<file path="config.mk">
export PLATFORM = sky130hd
export DESIGN_NAME = alu_issue_buffer
export DESIGN_NICKNAME = d
export VERILOG_FILES = /design/src/rtl/alu_issue_buffer.sv
export SDC_FILE = /design/constraint.sdc
export NUM_CORES = 1
export LEC_CHECK = 0
export ABC_AREA = 1
export BUFFER_PORTS_ARGS = -buffer_cell sky130_fd_sc_hd__buf_2
export CORE_ASPECT_RATIO = 1.75
export CORE_MARGIN = 4
export CORE_UTILIZATION = 25
export DETAILED_ROUTE_END_ITERATION = 8
export PLACE_DENSITY = 0.45
export SLEW_MARGIN = 0
export SYNTH_ARGS = -nofsm -noshare
export SYNTH_HDL_FRONTEND = slang
export SYNTH_SLANG_ARGS = --single-unit
</file>
<file path="constraint.sdc">
create_clock -name clk -period 2.04 [get_ports clk]
set_input_delay 0.204 -clock clk [delete_from_list [all_inputs] [get_ports clk]]
set_output_delay 0.204 -clock clk [all_outputs]
set_load 0.05 [all_outputs]
</file>
<file path="src/rtl/alu_issue_buffer.sv">
`default_nettype none
// ============================================================================
//  Module      : alu_issue_buffer
//  Description : Two-entry valid/ready skid buffer in front of the 64-bit ALU
//                logic units. Registers opcode and both operands so the ALU is
//                fed from flops, absorbs one cycle of backpressure, and keeps
//                in_ready a pure function of the state register.
//                Optional performance counters: define ALU_ISSUE_PERF_EN.
//  Revision    : 1.0 - initial release
// ============================================================================
module alu_issue_buffer #(
    parameter int WIDTH = 64,
    parameter int OPW   = 4
) (
    input  logic             clk,
    input  logic             rst,
    input  logic             flush,
    input  logic             in_valid,
    output logic             in_ready,
    input  logic [OPW-1:0]   in_op,
    input  logic [WIDTH-1:0] in_a,
    input  logic [WIDTH-1:0] in_b,
    output logic             out_valid,
    input  logic             out_ready,
    output logic [OPW-1:0]   out_op,
    output logic [WIDTH-1:0] out_a,
    output logic [WIDTH-1:0] out_b
`ifdef ALU_ISSUE_PERF_EN
    ,
    output logic [31:0]      perf_accepted,
    output logic [31:0]      perf_stalls
`endif
);

    localparam logic [1:0] c_empty = 2'd0;
    localparam logic [1:0] c_one   = 2'd1;
    localparam logic [1:0] c_full  = 2'd2;

    logic [1:0]       r_state;
    logic [OPW-1:0]   r_main_op;
    logic [WIDTH-1:0] r_main_a;
    logic [WIDTH-1:0] r_main_b;
    logic [OPW-1:0]   r_skid_op;
    logic [WIDTH-1:0] r_skid_a;
    logic [WIDTH-1:0] r_skid_b;

    logic w_in_fire;
    logic w_out_fire;
    logic w_load_main_in;
    logic w_load_main_skid;
    logic w_load_skid;

    // Handshake flags are derived from the state register only, so out_ready
    // never reaches in_ready combinationally.
    assign in_ready   = (r_state != c_full);
    assign out_valid  = (r_state != c_empty);
    assign w_in_fire  = in_valid & in_ready;
    assign w_out_fire = out_valid & out_ready;

    assign out_op = r_main_op;
    assign out_a  = r_main_a;
    assign out_b  = r_main_b;

    // Data-path load enables; a flush suppresses every load so a
    // same-cycle input is dropped.
    always_comb begin
        w_load_main_in   = 1'b0;
        w_load_main_skid = 1'b0;
        w_load_skid      = 1'b0;
        if (!flush) begin
            case (r_state)
                c_empty: w_load_main_in   = w_in_fire;
                c_one: begin
                    w_load_main_in = w_in_fire & w_out_fire;
                    w_load_skid    = w_in_fire & ~w_out_fire;
                end
                c_full:  w_load_main_skid = w_out_fire;
                default: ;
            endcase
        end
    end

    // Occupancy state machine: reset beats flush beats handshakes.
    always_ff @(posedge clk) begin
        if (rst) begin
            r_state <= c_empty;
        end else if (flush) begin
            r_state <= c_empty;
        end else begin
            case (r_state)
                c_empty: if (w_in_fire) r_state <= c_one;
                c_one: begin
                    if (w_in_fire && !w_out_fire)      r_state <= c_full;
                    else if (!w_in_fire && w_out_fire) r_state <= c_empty;
                end
                c_full:  if (w_out_fire) r_state <= c_one;
                default: r_state <= c_empty;
            endcase
        end
    end

    // Main register: fed from the input when streaming/empty, from the skid
    // when draining a full buffer; otherwise held stable.
    always_ff @(posedge clk) begin
        if (rst) begin
            r_main_op <= '0;
            r_main_a  <= '0;
            r_main_b  <= '0;
        end else if (w_load_main_in) begin
            r_main_op <= in_op;
            r_main_a  <= in_a;
            r_main_b  <= in_b;
        end else if (w_load_main_skid) begin
            r_main_op <= r_skid_op;
            r_main_a  <= r_skid_a;
            r_main_b  <= r_skid_b;
        end
    end

    // Skid register captures the entry that arrives while main is stalled.
    always_ff @(posedge clk) begin
        if (rst) begin
            r_skid_op <= '0;
            r_skid_a  <= '0;
            r_skid_b  <= '0;
        end else if (w_load_skid) begin
            r_skid_op <= in_op;
            r_skid_a  <= in_a;
            r_skid_b  <= in_b;
        end
    end

`ifdef ALU_ISSUE_PERF_EN
    logic [31:0] r_perf_accepted;
    logic [31:0] r_perf_stalls;

    assign perf_accepted = r_perf_accepted;
    assign perf_stalls   = r_perf_stalls;

    // Free-running wrap-around counters; flush does not clear them and
    // handshakes in a flush cycle still count.
    always_ff @(posedge clk) begin
        if (rst) begin
            r_perf_accepted <= '0;
            r_perf_stalls   <= '0;
        end else begin
            if (w_in_fire)               r_perf_accepted <= r_perf_accepted + 32'd1;
            if (out_valid && !out_ready) r_perf_stalls   <= r_perf_stalls + 32'd1;
        end
    end
`endif

endmodule
`default_nettype wire

</file>
==> qor.csv <==
metric,value,unit
synth_nets,1952,
routed_via_density,4.74,
die_area,54400,µm²
outcome,"complete, no violations",
worst_slack,0.172,ns
rsz0062_at_grt,no,
max_freq,0.535,GHz
min_period,1.87,ns
grt_use_total,16.9,%
first_iter_violations,733,
clock_sinks,266,
ant_nets,0,
worst_path_max_delay_cell,dfxtp_2,
final_util,34.0,%
grt_pass1_wl,75000,µm
maxSlewHeadroom,52.2,%
final_common_cell,nand2_1,
vias,13200,
cp.required,1.84,ns
grt_pass1_vias,13200,
htree_levels,1,
vdd_drop_max,0.582,mV
grt_antenna_before_repair,1,
synth_top_family_by_area,simple AND/OR/NAND/NOR gates,
grt_max_degree,134,
p_leak,7.95,nW
worstSetupStartpointType,flip-flop,
wire_per_inst,17.0,µm
synth_area,12600,µm²
regArea,5330,µm²
setup_viol,0,
finalCritPeriodShare,91.6,%
core,49900,µm²
synth_xor_area_share,0,%
avgSynthCellArea,6.97,µm²
tightest_slew,0.717,ns
slew_violations,0,
path_max_fanout,16,
powerDensity,768,nW/µm²
die-height,305,µm
fp.dieW,178,µm
post-dp-hpwl,28100,µm
yosys_warnings,0,
clkTransAtPathRegs,0.06,ns
final_nets,2244,
cts_tree,yes,
io_pins,271,
synth-simple-area-share,38.5,%
path_class,reg -> out,
crit_family,buffers and inverters,
drive_above_1_share,16.9,%
hold_viol_final,0,
gp_congestion,0.736,
ys_ff_latch,266,
critical-path-max-stage-delay,0.37,ns
synthMuxAreaShare,0,%
end_kind,output port,
drcViolationCount,0,
maxCapViolations,0,
insertion_delay,0.56,ns
drt_wl_total,47500,µm
yosysSeqAreaShare,42.1,%
synth_fa_ha_area_share,0,%
row_count,108,
tns,0,ns
synth_compound_area_share,9.39,%
grt.overflow.total,0,
path_cells,inv_1 > nor2_4 > buf_12 > inv_1 > buf_2,
multiInputGateArea,6110,µm²
portBuffers,270,
final_area,17000,µm²
start_util,25.4,%
synth.distinct_cells,19,
syn_inst,1815,
hold_class,in -> reg,
drt-pass1-iter-count,5,
clock_skew,0.0148,ns
fill_cells,5386,
hold_slack,0.0923,ns
path_buf_inv,4,
cp_common_cell,inv_1,
post-place-ws,0.204,ns
cts-root-buf,clkbuf_16,
syn_to_final_growth,34.2,%
place_area,14600,µm²
final_cell_mix,"429 x nand2_1, 269 x buf_2, 265 x dfxtp_1",
cts_buffer_depth,3,
cts_buffers,29,
cp.arrival,1.66,ns
## report_power, final
| group | leakage (nW) | internal, mW | switching, mW |
|---|---|---|---|
| combinational | 5.33 | 0.690 | 1.54 |
| sequential | 2.17 | 5.39 | 0.0929 |
| clock | 0.460 | 3.02 | 2.28 |
## logic make-up after synthesis
kind of cell / count (synthesis)
compound gates: 237
buf+inv: 312
flops: 266
simple gates: 1000
## state kept, by name, indices dropped and copies added, names as in the netlist
signal     cells
out_op         4
out_a         64
r_skid_op      4
r_skid_b      64
out_b         64
r_state        2
r_skid_a      64
## routing by layer
metal	track usage (%)	share of wire [%]
met1	20.3	41
met2	31.0	51
met3	2.78	5.7
met4	4.38	2.0
met5	0	0.017
## layout make-up
cell class / instances / area share [%]
antenna: 1 / 0.0147
clock buffer: 43 / 5.06
clock inverter: 10 / 0.487
inverter: 139 / 3.13
multi-input combinational: 1237 / 36.0
sequential: 266 / 31.4
tap: 660 / 4.87
timing repair buffer: 434 / 19.0
## worst paths after layout
kind / startpoint / endpoint / slack, ns / cells past startpoint
worst max-delay path: r_state[1] / in_ready / 0.17 / 5
worst min-delay path: out_ready / r_state[1] / 0.09 / 4
worst max register to register: r_state[0] / r_skid_b[21] / 0.22 / 5
worst min register to register: r_skid_b[40] / r_skid_b[40] / 0.45 / 2
## cells in the mapped netlist, drive strengths merged
master  instances  area (µm²)
nand3         137         686
o21ai         101         505
nor2          137         522
dfxtp         266        5330
nand4         132         826
buf            73         362
nor3            1        5.00
nand3b        160        1200
or2             1        6.26
inv           138         518
o22ai           1        6.26
nand2         432        1630
clkbuf        100         375
a21oi         135         676
clkinv          1        3.75
## per-stage QoR
step | total power, mW | instances
global route | 13.6 | 2789
detailed placement | 7.63 | 2597
CTS | 13.3 | 2789
finish | 13.0 | 2790
floorplan | 6.93 | 1815
global placement | 7.64 | 2597
## worst min-delay path, cell delays in order
cell     delay, ns
buf_2         0.10
inv_1         0.11
a21oi_1       0.15
nor3_1        0.05
## timing repair
item | in CTS | in global routing
hold buffers | 135 | 0
setup endpoints to repair | 1 | 24
endpoints found under the hold margin | 248 | 0
buffers inserted | 2 | 0
gates resized for setup | 0 | 2
gates cloned | 2 | 0
pin swaps | 1 | 0
Power figures use the tool's default switching activity.
